### src/rtl/mini16_s2m_collector_if.sv
// Bundle between the S2M collector, the per-PE FIFO pop ports and the master write port.
// The master modport is the collector side; the slave modport is the PE array / memory side.
interface mini16_s2m_collector_if #(
    parameter int WIDTH_D     = 16,
    parameter int DEPTH_V_F   = 16,
    parameter int DEPTH_CORES = 2
);
    localparam int CORES  = 1 << DEPTH_CORES;
    localparam int WORD_W = WIDTH_D + DEPTH_V_F;

    logic [CORES-1:0]        fifo_req_r;
    logic [CORES-1:0]        fifo_valid;
    logic [CORES*WORD_W-1:0] fifo_r_data;
    logic                    m_we;
    logic                    m_ready;
    logic [DEPTH_V_F-1:0]    m_addr;
    logic [WIDTH_D-1:0]      m_data;
    logic [DEPTH_CORES-1:0]  m_core;

    modport master (
        output fifo_req_r,
        input  fifo_valid,
        input  fifo_r_data,
        output m_we,
        input  m_ready,
        output m_addr,
        output m_data,
        output m_core
    );

    modport slave (
        input  fifo_req_r,
        output fifo_valid,
        output fifo_r_data,
        input  m_we,
        output m_ready,
        input  m_addr,
        input  m_data,
        input  m_core
    );
endinterface

### src/rtl/mini16_s2m_collector.sv
// Round-robin drain engine for the mini16 per-PE S2M FIFOs: pops one {addr, data} word at a
// time and presents it on a registered write port tagged with the source core index.
module mini16_s2m_collector #(
    parameter int WIDTH_D     = 16,
    parameter int DEPTH_V_F   = 16,
    parameter int DEPTH_CORES = 2,
    parameter int BURST_MAX   = 4
) (
    input  logic                   clk,
    input  logic                   reset_n,
    input  logic                   soft_reset,
    input  logic                   enable,
    mini16_s2m_collector_if.master bus,
    output logic                   busy,
    output logic [31:0]            word_count
);
    localparam int CORES  = 1 << DEPTH_CORES;
    localparam int WORD_W = WIDTH_D + DEPTH_V_F;
    localparam logic [7:0]             BURST_MAX_C = 8'(BURST_MAX);
    localparam logic [DEPTH_CORES-1:0] PTR_ONE     = DEPTH_CORES'(1);
    localparam logic [CORES-1:0]       REQ_ONE     = CORES'(1);

    typedef enum logic {
        S_REQ  = 1'b0,
        S_WAIT = 1'b1
    } state_e;

    function automatic logic [WORD_W-1:0] pick_word(
        input logic [CORES*WORD_W-1:0] all_words,
        input logic [DEPTH_CORES-1:0]  idx
    );
        pick_word = all_words[int'(idx)*WORD_W +: WORD_W];
    endfunction

    state_e                 state_q, state_d;
    logic [DEPTH_CORES-1:0] ptr_q, ptr_d;
    logic [7:0]             burst_q, burst_d;
    logic                   m_we_q, m_we_d;
    logic [DEPTH_V_F-1:0]   m_addr_q, m_addr_d;
    logic [WIDTH_D-1:0]     m_data_q, m_data_d;
    logic [DEPTH_CORES-1:0] m_core_q, m_core_d;
    logic [31:0]            word_count_q, word_count_d;

    logic                   issue_s;
    logic                   accept_s;
    logic                   pop_hit_s;
    logic [WORD_W-1:0]      slice_s;
    logic [CORES-1:0]       fifo_req_s;

    // Handshake qualifiers; request is gated by both resets so it reads 0 while either is active.
    always_comb begin
        issue_s   = reset_n && !soft_reset && enable && (!m_we_q || bus.m_ready);
        accept_s  = m_we_q && bus.m_ready;
        pop_hit_s = (state_q == S_WAIT) && bus.fifo_valid[ptr_q];
        slice_s   = pick_word(bus.fifo_r_data, ptr_q);
    end

    // FSM state register.
    always_ff @(posedge clk or negedge reset_n) begin
        if (!reset_n) begin
            state_q <= S_REQ;
        end else if (soft_reset) begin
            state_q <= S_REQ;
        end else begin
            state_q <= state_d;
        end
    end

    // FSM next-state logic.
    always_comb begin
        state_d = state_q;
        case (state_q)
            S_REQ: begin
                if (issue_s) begin
                    state_d = S_WAIT;
                end else begin
                    state_d = S_REQ;
                end
            end
            S_WAIT:  state_d = S_REQ;
            default: state_d = S_REQ;
        endcase
    end

    // FSM outputs: a one-hot pop request for exactly the issue cycle.
    always_comb begin
        fifo_req_s = '0;
        case (state_q)
            S_REQ: begin
                if (issue_s) begin
                    fifo_req_s = REQ_ONE << ptr_q;
                end else begin
                    fifo_req_s = '0;
                end
            end
            S_WAIT:  fifo_req_s = '0;
            default: fifo_req_s = '0;
        endcase
    end

    // Scan pointer and burst counter: an empty FIFO or a full burst moves on to the next core.
    always_comb begin
        ptr_d   = ptr_q;
        burst_d = burst_q;
        if (state_q == S_WAIT) begin
            if (bus.fifo_valid[ptr_q]) begin
                if (burst_q + 8'd1 == BURST_MAX_C) begin
                    ptr_d   = ptr_q + PTR_ONE;
                    burst_d = 8'd0;
                end else begin
                    burst_d = burst_q + 8'd1;
                end
            end else begin
                ptr_d   = ptr_q + PTR_ONE;
                burst_d = 8'd0;
            end
        end else begin
            ptr_d   = ptr_q;
            burst_d = burst_q;
        end
    end

    // Output word register: a reload wins over the accept-clear in the same cycle.
    always_comb begin
        m_we_d   = m_we_q;
        m_addr_d = m_addr_q;
        m_data_d = m_data_q;
        m_core_d = m_core_q;
        if (pop_hit_s) begin
            m_we_d   = 1'b1;
            m_addr_d = slice_s[WORD_W-1:WIDTH_D];
            m_data_d = slice_s[WIDTH_D-1:0];
            m_core_d = ptr_q;
        end else if (accept_s) begin
            m_we_d = 1'b0;
        end else begin
            m_we_d = m_we_q;
        end
    end

    // Accepted-word counter, wrapping modulo 2^32.
    always_comb begin
        if (accept_s) begin
            word_count_d = word_count_q + 32'd1;
        end else begin
            word_count_d = word_count_q;
        end
    end

    // Datapath registers.
    always_ff @(posedge clk or negedge reset_n) begin
        if (!reset_n) begin
            ptr_q        <= '0;
            burst_q      <= 8'd0;
            m_we_q       <= 1'b0;
            m_addr_q     <= '0;
            m_data_q     <= '0;
            m_core_q     <= '0;
            word_count_q <= 32'd0;
        end else if (soft_reset) begin
            ptr_q        <= '0;
            burst_q      <= 8'd0;
            m_we_q       <= 1'b0;
            m_addr_q     <= '0;
            m_data_q     <= '0;
            m_core_q     <= '0;
            word_count_q <= 32'd0;
        end else begin
            ptr_q        <= ptr_d;
            burst_q      <= burst_d;
            m_we_q       <= m_we_d;
            m_addr_q     <= m_addr_d;
            m_data_q     <= m_data_d;
            m_core_q     <= m_core_d;
            word_count_q <= word_count_d;
        end
    end

    assign bus.fifo_req_r = fifo_req_s;
    assign bus.m_we       = m_we_q;
    assign bus.m_addr     = m_addr_q;
    assign bus.m_data     = m_data_q;
    assign bus.m_core     = m_core_q;
    assign busy           = (state_q == S_WAIT) || m_we_q;
    assign word_count     = word_count_q;

endmodule

### src/flat_wrapper.sv
// flat-port wrapper written by rule: the top's interface ports become plain ports
module mini16_s2m_collector_flat 
#(
    parameter int WIDTH_D     = 16,
    parameter int DEPTH_V_F   = 16,
    parameter int DEPTH_CORES = 2,
    parameter int BURST_MAX   = 4
)
  (clk, reset_n, soft_reset, enable, busy, word_count, bus_fifo_req_r, bus_fifo_valid, bus_fifo_r_data, bus_m_we, bus_m_ready, bus_m_addr, bus_m_data, bus_m_core);
  mini16_s2m_collector_if #(.WIDTH_D(WIDTH_D), .DEPTH_V_F(DEPTH_V_F), .DEPTH_CORES(DEPTH_CORES)) bus_i ();
  input  logic clk;
  input  logic reset_n;
  input  logic soft_reset;
  input  logic enable;
  output logic busy;
  output logic [31:0] word_count;
  output wire logic [$bits(bus_i.fifo_req_r)-1:0] bus_fifo_req_r;
  input wire logic [$bits(bus_i.fifo_valid)-1:0] bus_fifo_valid;
  input wire logic [$bits(bus_i.fifo_r_data)-1:0] bus_fifo_r_data;
  output wire logic [$bits(bus_i.m_we)-1:0] bus_m_we;
  input wire logic [$bits(bus_i.m_ready)-1:0] bus_m_ready;
  output wire logic [$bits(bus_i.m_addr)-1:0] bus_m_addr;
  output wire logic [$bits(bus_i.m_data)-1:0] bus_m_data;
  output wire logic [$bits(bus_i.m_core)-1:0] bus_m_core;
  assign bus_fifo_req_r = bus_i.fifo_req_r;
  assign bus_i.fifo_valid = bus_fifo_valid;
  assign bus_i.fifo_r_data = bus_fifo_r_data;
  assign bus_m_we = bus_i.m_we;
  assign bus_i.m_ready = bus_m_ready;
  assign bus_m_addr = bus_i.m_addr;
  assign bus_m_data = bus_i.m_data;
  assign bus_m_core = bus_i.m_core;
  mini16_s2m_collector #(.WIDTH_D(WIDTH_D), .DEPTH_V_F(DEPTH_V_F), .DEPTH_CORES(DEPTH_CORES), .BURST_MAX(BURST_MAX)) u_core (.clk(clk), .reset_n(reset_n), .soft_reset(soft_reset), .enable(enable), .bus(bus_i), .busy(busy), .word_count(word_count));
endmodule
### config.mk
export PLATFORM = sky130hd
export DESIGN_NAME = mini16_s2m_collector_flat
export DESIGN_NICKNAME = d
export VERILOG_FILES = /design/src/rtl/mini16_s2m_collector_if.sv /design/src/rtl/mini16_s2m_collector.sv /design/src/flat_wrapper.sv
export SDC_FILE = /design/constraint.sdc
export NUM_CORES = 1
export LEC_CHECK = 0
export CAP_MARGIN = 30
export CORE_MARGIN = 5
export CORE_UTILIZATION = 43
export CTS_BUF_LIST = sky130_fd_sc_hd__clkbuf_4
export DETAILED_ROUTE_END_ITERATION = 8
export HOLD_SLACK_MARGIN = 0.02
export PLACE_DENSITY = 0.87
export SLEW_MARGIN = 20
export SYNTH_ARGS = -nofsm -noshare
export SYNTH_HDL_FRONTEND = slang
export SYNTH_SLANG_ARGS = --single-unit
### constraint.sdc
create_clock -name clk -period 3.2 [get_ports clk]
set_clock_uncertainty 0.05 [all_clocks]
set_input_delay 0.8 -clock clk [delete_from_list [all_inputs] [get_ports clk]]
set_output_delay 0.8 -clock clk [all_outputs]
set_load 0.02 [all_outputs]
==> run metrics, run 1 <==
status finished clean; WL final 14300 um; ys async rst share 100%; number of synthesized flops with an enable pin 0; Max-Cap Viols 0; PortBufs 208; worst-path fanout max 5; Layout area overhead 50.3%; DP Wirelength 11100 um; hold_ws 445 ps; first-iteration detailed-routing DRC count 287; reg2reg start u_core.burst_q[0]$_DFFE_PN0P_; total power 0.00198 W; Crit path arrival time 2230 ps; max incr delay on CP 480 ps; RSZ-0062 raised after global routing no; fin crit share 96.1%; worst reg2reg endpoint u_core.ptr_q[0]$_DFFE_PN0P_; Synth Register Bits 78; IO Count 209; vias in the first global route 4630; Area contributors post-synth dfrtp_1 (43%), mux4_2 (16%), nand2_1 (7.5%), a21oi_1 (6.2%), or4_1 (2.8%); synthesized instance count 461; final hold violations 0; routed vias/inst 5.61; Period minus WS final 3080 ps; Worst VDD drop 0.213 mV; Crit-path slowest cell clkdlybuf4s50_1; Worst Tran Pin Value 841 ps; drt wl/cell 18.0 um; initial antenna violation count 1; Num CTS Buffers 9; Nets 798; post_cts resized 4; max-slew violation count 0; WP buf/inv 3; synthesized area per cell 9.96 sq um; hold-fix buffer count after cts 0; layout cells sized above 1 10.8%; CP Launch Type input port; Slew headroom 43.9%; # clock sinks 78; R2R setup slack 700 ps; Final setup viols 0; Pre-Repair DR Iteration Count 4; Yosys top cell by area dfrtp_1; total grt overflow 0; Fillers 797; GRT Total Usage 22.4%; post-CTS setup buffer count 0; setup TNS 0 ps; post-synth top area share 42.5%; Synth Flop Type dfrtp_1; worst-skew pair later-pin latency 420 ps; via count 4464; Fmax 325 MHz; core box area 10400 sq um; first-pass GRT wire length 23100 um; Core Util, Final 66.6%; commonest cells after routing, fill and taps aside clkdlybuf4s50_1 (202), nand2_1 (92), dfrtp_1 (77); Synth cell types 45; Starting Density 44.3%; worst min path class input port to async pin; Reg2Reg Depth 5; yosys warns 0; Critical Path End Type primary output; PD cells 287 nW/um^2; Max Root-Sink Buffers 2; largest net degree at the start of global routing 83; GPL Wtd Cong 0.838; critical path cell sequence clkdlybuf4s50_1, nor2b_1, nor4_1, buf_4, and2_1, dlygate4sd2_1; DIE AREA 12800 sq um; CTS tree done; syn_nets 605; critical path class input port to primary output; die width 113 um; post-synthesis sequential area ratio 42.5%; critical path required time 2350 ps; placement row count 37; Multi-input gate area 2460 sq um; CTS root buf clkbuf_4; leak pwr 2.59 nW; Reg clk slew, reported paths 120 ps; post-route DRC violation count 0; mapped cell area 4590 sq um; Final ANT Viol Nets 0; Chip Height 113 um; CTS H-tree lvls 3; most common cell after layout, fill and taps aside clkdlybuf4s50_1; Worst path top cell family by delay buffers and inverters; register area 1950 sq um
-- per-layer routing --
metal,part of all wire (%),GRT usage [%]
met5,0,0
met1,35,25.3
met2,53,39.3
met3,8.1,5.83
met4,3.5,10.5
-- through the flow --
stage	cell area, sq um	worst slack [ps]	std cells
2_1_floorplan	4590	818	461
3_3_place_gp	6750	-149	779
3_5_place_dp	6750	-152	779
4_1_cts	6900	111	795
5_1_grt	6900	58.2	796
6_report	6900	124	796
-- kinds of logic (layout without fill, tap and decap cells) --
| kind of cell | count (synthesis) | in the layout | share of synthesized area [%] |
|---|---|---|---|
| compound gates | 91 | 91 | 11.3 |
| other cells | 0 | 1 | 0 |
| flops | 78 | 78 | 42.5 |
| fa+ha+maj | 7 | 7 | 1.91 |
| xor+xnor | 10 | 10 | 1.91 |
| simple gates | 193 | 193 | 20.7 |
| mux | 39 | 39 | 17.7 |
| buf+inv | 43 | 241 | 3.95 |
-- area by class of cell --
class,instances,area share (%)
antenna,1,0.0363
timing repair buffer,217,31.0
inverter,8,0.435
sequential,78,28.3
tap,136,2.47
clock inverter,6,1.03
clock buffer,10,1.09
multi-input combinational,340,35.6
-- synth_stat cells, types with 2 or more instances --
cell      instances
nand2_1          92
dfrtp_1          78
a21oi_1          57
mux4_2           33
clkbuf_1         23
nor2_1           22
or4_1            17
nand3_1          12
o21ai_0          10
o31ai_1          10
or3_1            10
inv_1             8
nor4_1            8
buf_2             7
ha_1              7
nand4_1           7
mux2_2            6
xor2_1            6
and2_1            5
nor2b_1           5
xnor2_1           4
buf_1             3
a21o_1            2
a22oi_1           2
a31oi_1           2
and3_1            2
and4_1            2
nand2b_1          2
nor3_1            2
o21a_1            2
-- worst reg2reg max path, delay by kind of cell (launching register included) --
family          cells  cell delay (ps)
simple gates        2             1020
mux                 1              350
compound gates      1              220
fa+ha+maj           1              290
flops               1              470
-- state kept, by name, indices dropped and copies added (netlist names) --
| signal | flops |
|---|---|
| u_core.bus.m_addr | 16 |
| u_core.burst_q | 8 |
| u_core.bus.m_data | 16 |
| u_core.state_q | 1 |
| u_core.bus.m_we | 1 |
| u_core.ptr_q | 2 |
| u_core.word_count | 32 |
| u_core.bus.m_core | 2 |
-- worst max-delay path by stage --
stage                                           start                 to  slack [ps]  depth (start not counted)
after floorplan           u_core.ptr_q[0]$_DFFE_PN0P_  bus_fifo_req_r[0]         820                          5
after global placement                    bus_m_ready  bus_fifo_req_r[3]        -150                          6
after detailed placement                  bus_m_ready  bus_fifo_req_r[0]        -150                          6
after CTS                                 bus_m_ready  bus_fifo_req_r[0]         110                          6
after global routing                      bus_m_ready  bus_fifo_req_r[2]          60                          6
final                                     bus_m_ready  bus_fifo_req_r[0]         120                          6
-- power breakdown --
| group | total (W) | switching (W) | internal [W] |
|---|---|---|---|
| sequential | 0.00101 | 0.00000957 | 0.000997 |
| combinational | 0.000357 | 0.000130 | 0.000227 |
| clock | 0.000616 | 0.000364 | 0.000252 |
| total | 0.00198 | 0.000503 | 0.00148 |
(Power assumes the default switching activity.)
==> run 2, diff against run 1 <==
--- a/config.mk
+++ b/config.mk
@@ -9,6 +9,7 @@
 export CORE_MARGIN = 5
 export CORE_UTILIZATION = 43
 export CTS_BUF_LIST = sky130_fd_sc_hd__clkbuf_4
+export CTS_CLUSTER_DIAMETER = 150
 export DETAILED_ROUTE_END_ITERATION = 8
 export HOLD_SLACK_MARGIN = 0.02
 export PLACE_DENSITY = 0.87
==> results of run 2 <==
The final DEF is identical to that of run 1; final timing and power are the same.
==> run 3, diff against run 2 <==
--- a/config.mk
+++ b/config.mk
@@ -10,6 +10,7 @@
 export CORE_UTILIZATION = 43
 export CTS_BUF_LIST = sky130_fd_sc_hd__clkbuf_4
 export CTS_CLUSTER_DIAMETER = 150
+export CTS_CLUSTER_SIZE = 28
 export DETAILED_ROUTE_END_ITERATION = 8
 export HOLD_SLACK_MARGIN = 0.02
 export PLACE_DENSITY = 0.87
==> results of run 3 <==
The final DEF is identical to that of run 1; final timing and power are the same.
==> patch, RTL diff (settings of run 1) <==
`DEPTH_V_F` is set to 16 in 3 places; all go to 32.
--- a/src/rtl/mini16_s2m_collector_if.sv
+++ b/src/rtl/mini16_s2m_collector_if.sv
@@ -2,7 +2,7 @@
 // The master modport is the collector side; the slave modport is the PE array / memory side.
 interface mini16_s2m_collector_if #(
     parameter int WIDTH_D     = 16,
-    parameter int DEPTH_V_F   = 16,
+    parameter int DEPTH_V_F   = 32,
     parameter int DEPTH_CORES = 2
 );
     localparam int CORES  = 1 << DEPTH_CORES;
--- a/src/rtl/mini16_s2m_collector.sv
+++ b/src/rtl/mini16_s2m_collector.sv
@@ -2,7 +2,7 @@
 // time and presents it on a registered write port tagged with the source core index.
 module mini16_s2m_collector #(
     parameter int WIDTH_D     = 16,
-    parameter int DEPTH_V_F   = 16,
+    parameter int DEPTH_V_F   = 32,
     parameter int DEPTH_CORES = 2,
     parameter int BURST_MAX   = 4
 ) (
--- a/src/flat_wrapper.sv
+++ b/src/flat_wrapper.sv
@@ -2,7 +2,7 @@
 module mini16_s2m_collector_flat 
 #(
     parameter int WIDTH_D     = 16,
-    parameter int DEPTH_V_F   = 16,
+    parameter int DEPTH_V_F   = 32,
     parameter int DEPTH_CORES = 2,
     parameter int BURST_MAX   = 4
 )
Interface: changed (resized bus_fifo_r_data and bus_m_addr); port bits go from 209 to 289. The function was not compared with the original's and may differ.
==> patch against run 1 <==
  * Worst setup slack worse by 0.029 ns
  * Cell area is 28% higher
  * Synthesized cell count is 22% higher
  * Largest cell class unchanged
  * Critical path type unchanged
  * Routed wire length is 40% higher
  * Sequential cell count is 16 higher
  * Area after synthesis is 23% higher
  * Combinational power is 44% higher
  * Total power is 24% higher
==> patch: results (changes against run 1) <==
critical_path:
  rr_worst_depth: 4  # -1
  cpPeakStageDelay_ns: 0.48  # about the same
  slowest_stage: "clkdlybuf4s50_1"
  crit_arrival_ns: 2.26  # +0.03 ns
  worst-r2r-setup-slack_ns: 0.89  # +0.19 ns
  cp-endpoint: "bus_fifo_req_r[0]"
  critPathTopFamily: "buffers and inverters"
  setup.worst_path.start: "bus_m_ready"
  r2r-start: "u_core.ptr_q[0]"
  crit_path_max_fanout: 5  # unchanged
  r2r-end: "u_core.bus.m_addr[18]"
layout:
  nets: 1038  # +30%
  layout-drive-gt1-share_pct: 11.9  # +1.1 points
clock_tree:
  clk-insertion-delay-late_ns: 0.43
  cts_buffers: 9  # unchanged
  h-tree-depth: 3  # unchanged
  path_clk_slew_ns: 0.14  # +0.02 ns
  root_buffer: "clkbuf_4"
  cts_max_path_buffers: 2  # unchanged
  cts_setup_buffers: 0  # unchanged
logic_synthesis:
  ys_seq_area_share_pct: 41.6  # -0.86 points
  async_flop_share_pct: 100  # unchanged
  synth_cell_types: 42  # -6.7%
  synth_nets: 769  # +27%
  synth_top_cells_by_count: "nand2_1 (123), dfrtp_1 (94), a21oi_1 (68), mux4_2 (49), clkbuf_1 (35)"
  yosysWarnings: 0  # unchanged
  synth_area_leaders: "dfrtp_1 (42%), mux4_2 (20%), nand2_1 (8.2%), a21oi_1 (6.0%), clkbuf_1 (2.3%)"
global_routing:
  track_usage_pct: 24.8  # +2.4 points
  antenna_found_initial: 2  # +1
  grt_max_degree: 105  # +27%
  grt_pass1_wl_um: 31000  # +34%
  first_global_vias: 5906  # +28%
pwr:
  irDropWorstVdd_mv: 0.211  # -1.0%
  leakage_nw: 3.32  # +28%
  swShare_pct: 23.8  # -1.7 points
timing:
  slew_headroom_pct: 56.5  # +13 points
drt:
  first_iter_violations: 523  # +82%
  vias_per_cell: 5.58  # -0.54%
  drt-total-wl_um: 20000  # +40%
  dr.pass1.iters: 5  # +1
hold_path:
  hold_class: "input port to async pin"
placement:
  post-dp-hpwl_um: 15900  # +43%
  place.port_buffers: 288  # +38%
  place.gp.congestion: 0.914  # +9.0%
job:
  maxCapViolCount: 0  # unchanged
status:
  status: "finished clean"
patch: changes by cell type after synthesis, sizes merged, moves of 5 or more:
cell / delta
nand2: +31
dfrtp: +16
mux4: +16
clkbuf: +12
a21oi: +11
nor2: +9
nor2b: +7
or4: -6
mux2: +5
or3: -5
patch: final cells by class:
cell class,instances,area (um2)
diodes,2,5.00
clock buffers,11,82.6
well taps,172,215
fillers,908,3920
inverters,11,41.3
clock inverters,5,73.8
multi-input cells,413,3080
flip-flops and latches,94,2360
repair buffers,301,3000
patch: kinds of logic after synthesis:
| group | share of synthesized area, % |
|---|---|
| xor gates and xnor gates | 1.55 |
| adders and majority gates | 1.55 |
| buffers and inverters | 3.85 |
| AOI/OAI and AO/OA | 9.70 |
| and+or+nand+nor | 19.8 |
| muxes | 21.9 |
| DFF | 41.6 |
patch: layer usage:
layer,vias to the layer above,global-route usage [%],share of wire (%)
met5,-,0,0
met4,0,10.5,3.9
met3,45,4.20,6.5
met2,274,44.9,52
met1,2741,28.8,38
li1,2568,-,-
patch: power groups by stage:
stage	Combinational, mW	Clock (mW)	Sequential, mW
2_1_floorplan	0.155	0	1.25
3_3_place_gp	0.500	0	1.24
3_5_place_dp	0.512	0	1.24
4_1_cts	0.513	0.739	1.22
5_1_grt	0.545	0.792	1.22
6_report	0.513	0.717	1.22
patch: stage by stage:
step | setup slack, ns | cells | hold WS, ns | area, um2 | util, %
after global routing | 0.00739 | 1009 | 0.415 | 8850 | 69.3
final | 0.0949 | 1009 | 0.401 | 8850 | 69.3
after floorplan | 0.815 | 561 | 0.454 | 5650 | -
after global placement | -0.125 | 990 | 0.460 | 8680 | 67.9
after detailed placement | -0.153 | 990 | 0.465 | 8680 | 67.9
after CTS | 0.0911 | 1006 | 0.390 | 8830 | 69.1
patch: worst min-delay path by stage:
stage	slack (ns)	cells past startpoint	from	endpoint
CTS	0.39	2	reset_n	u_core.bus.m_we
detailed placement	0.47	2	u_core.bus.m_addr[16]	u_core.bus.m_addr[16]
global route	0.41	2	reset_n	u_core.word_count[4]
floorplan	0.45	0	reset_n	u_core.burst_q[0]
global placement	0.46	2	u_core.bus.m_addr[23]	u_core.bus.m_addr[23]
finish	0.40	2	reset_n	u_core.bus.m_we
patch: what timing repair did:
action	CTS	global route
gates resized for setup	4	1
setup endpoints to repair	4	1
cloned	0	0
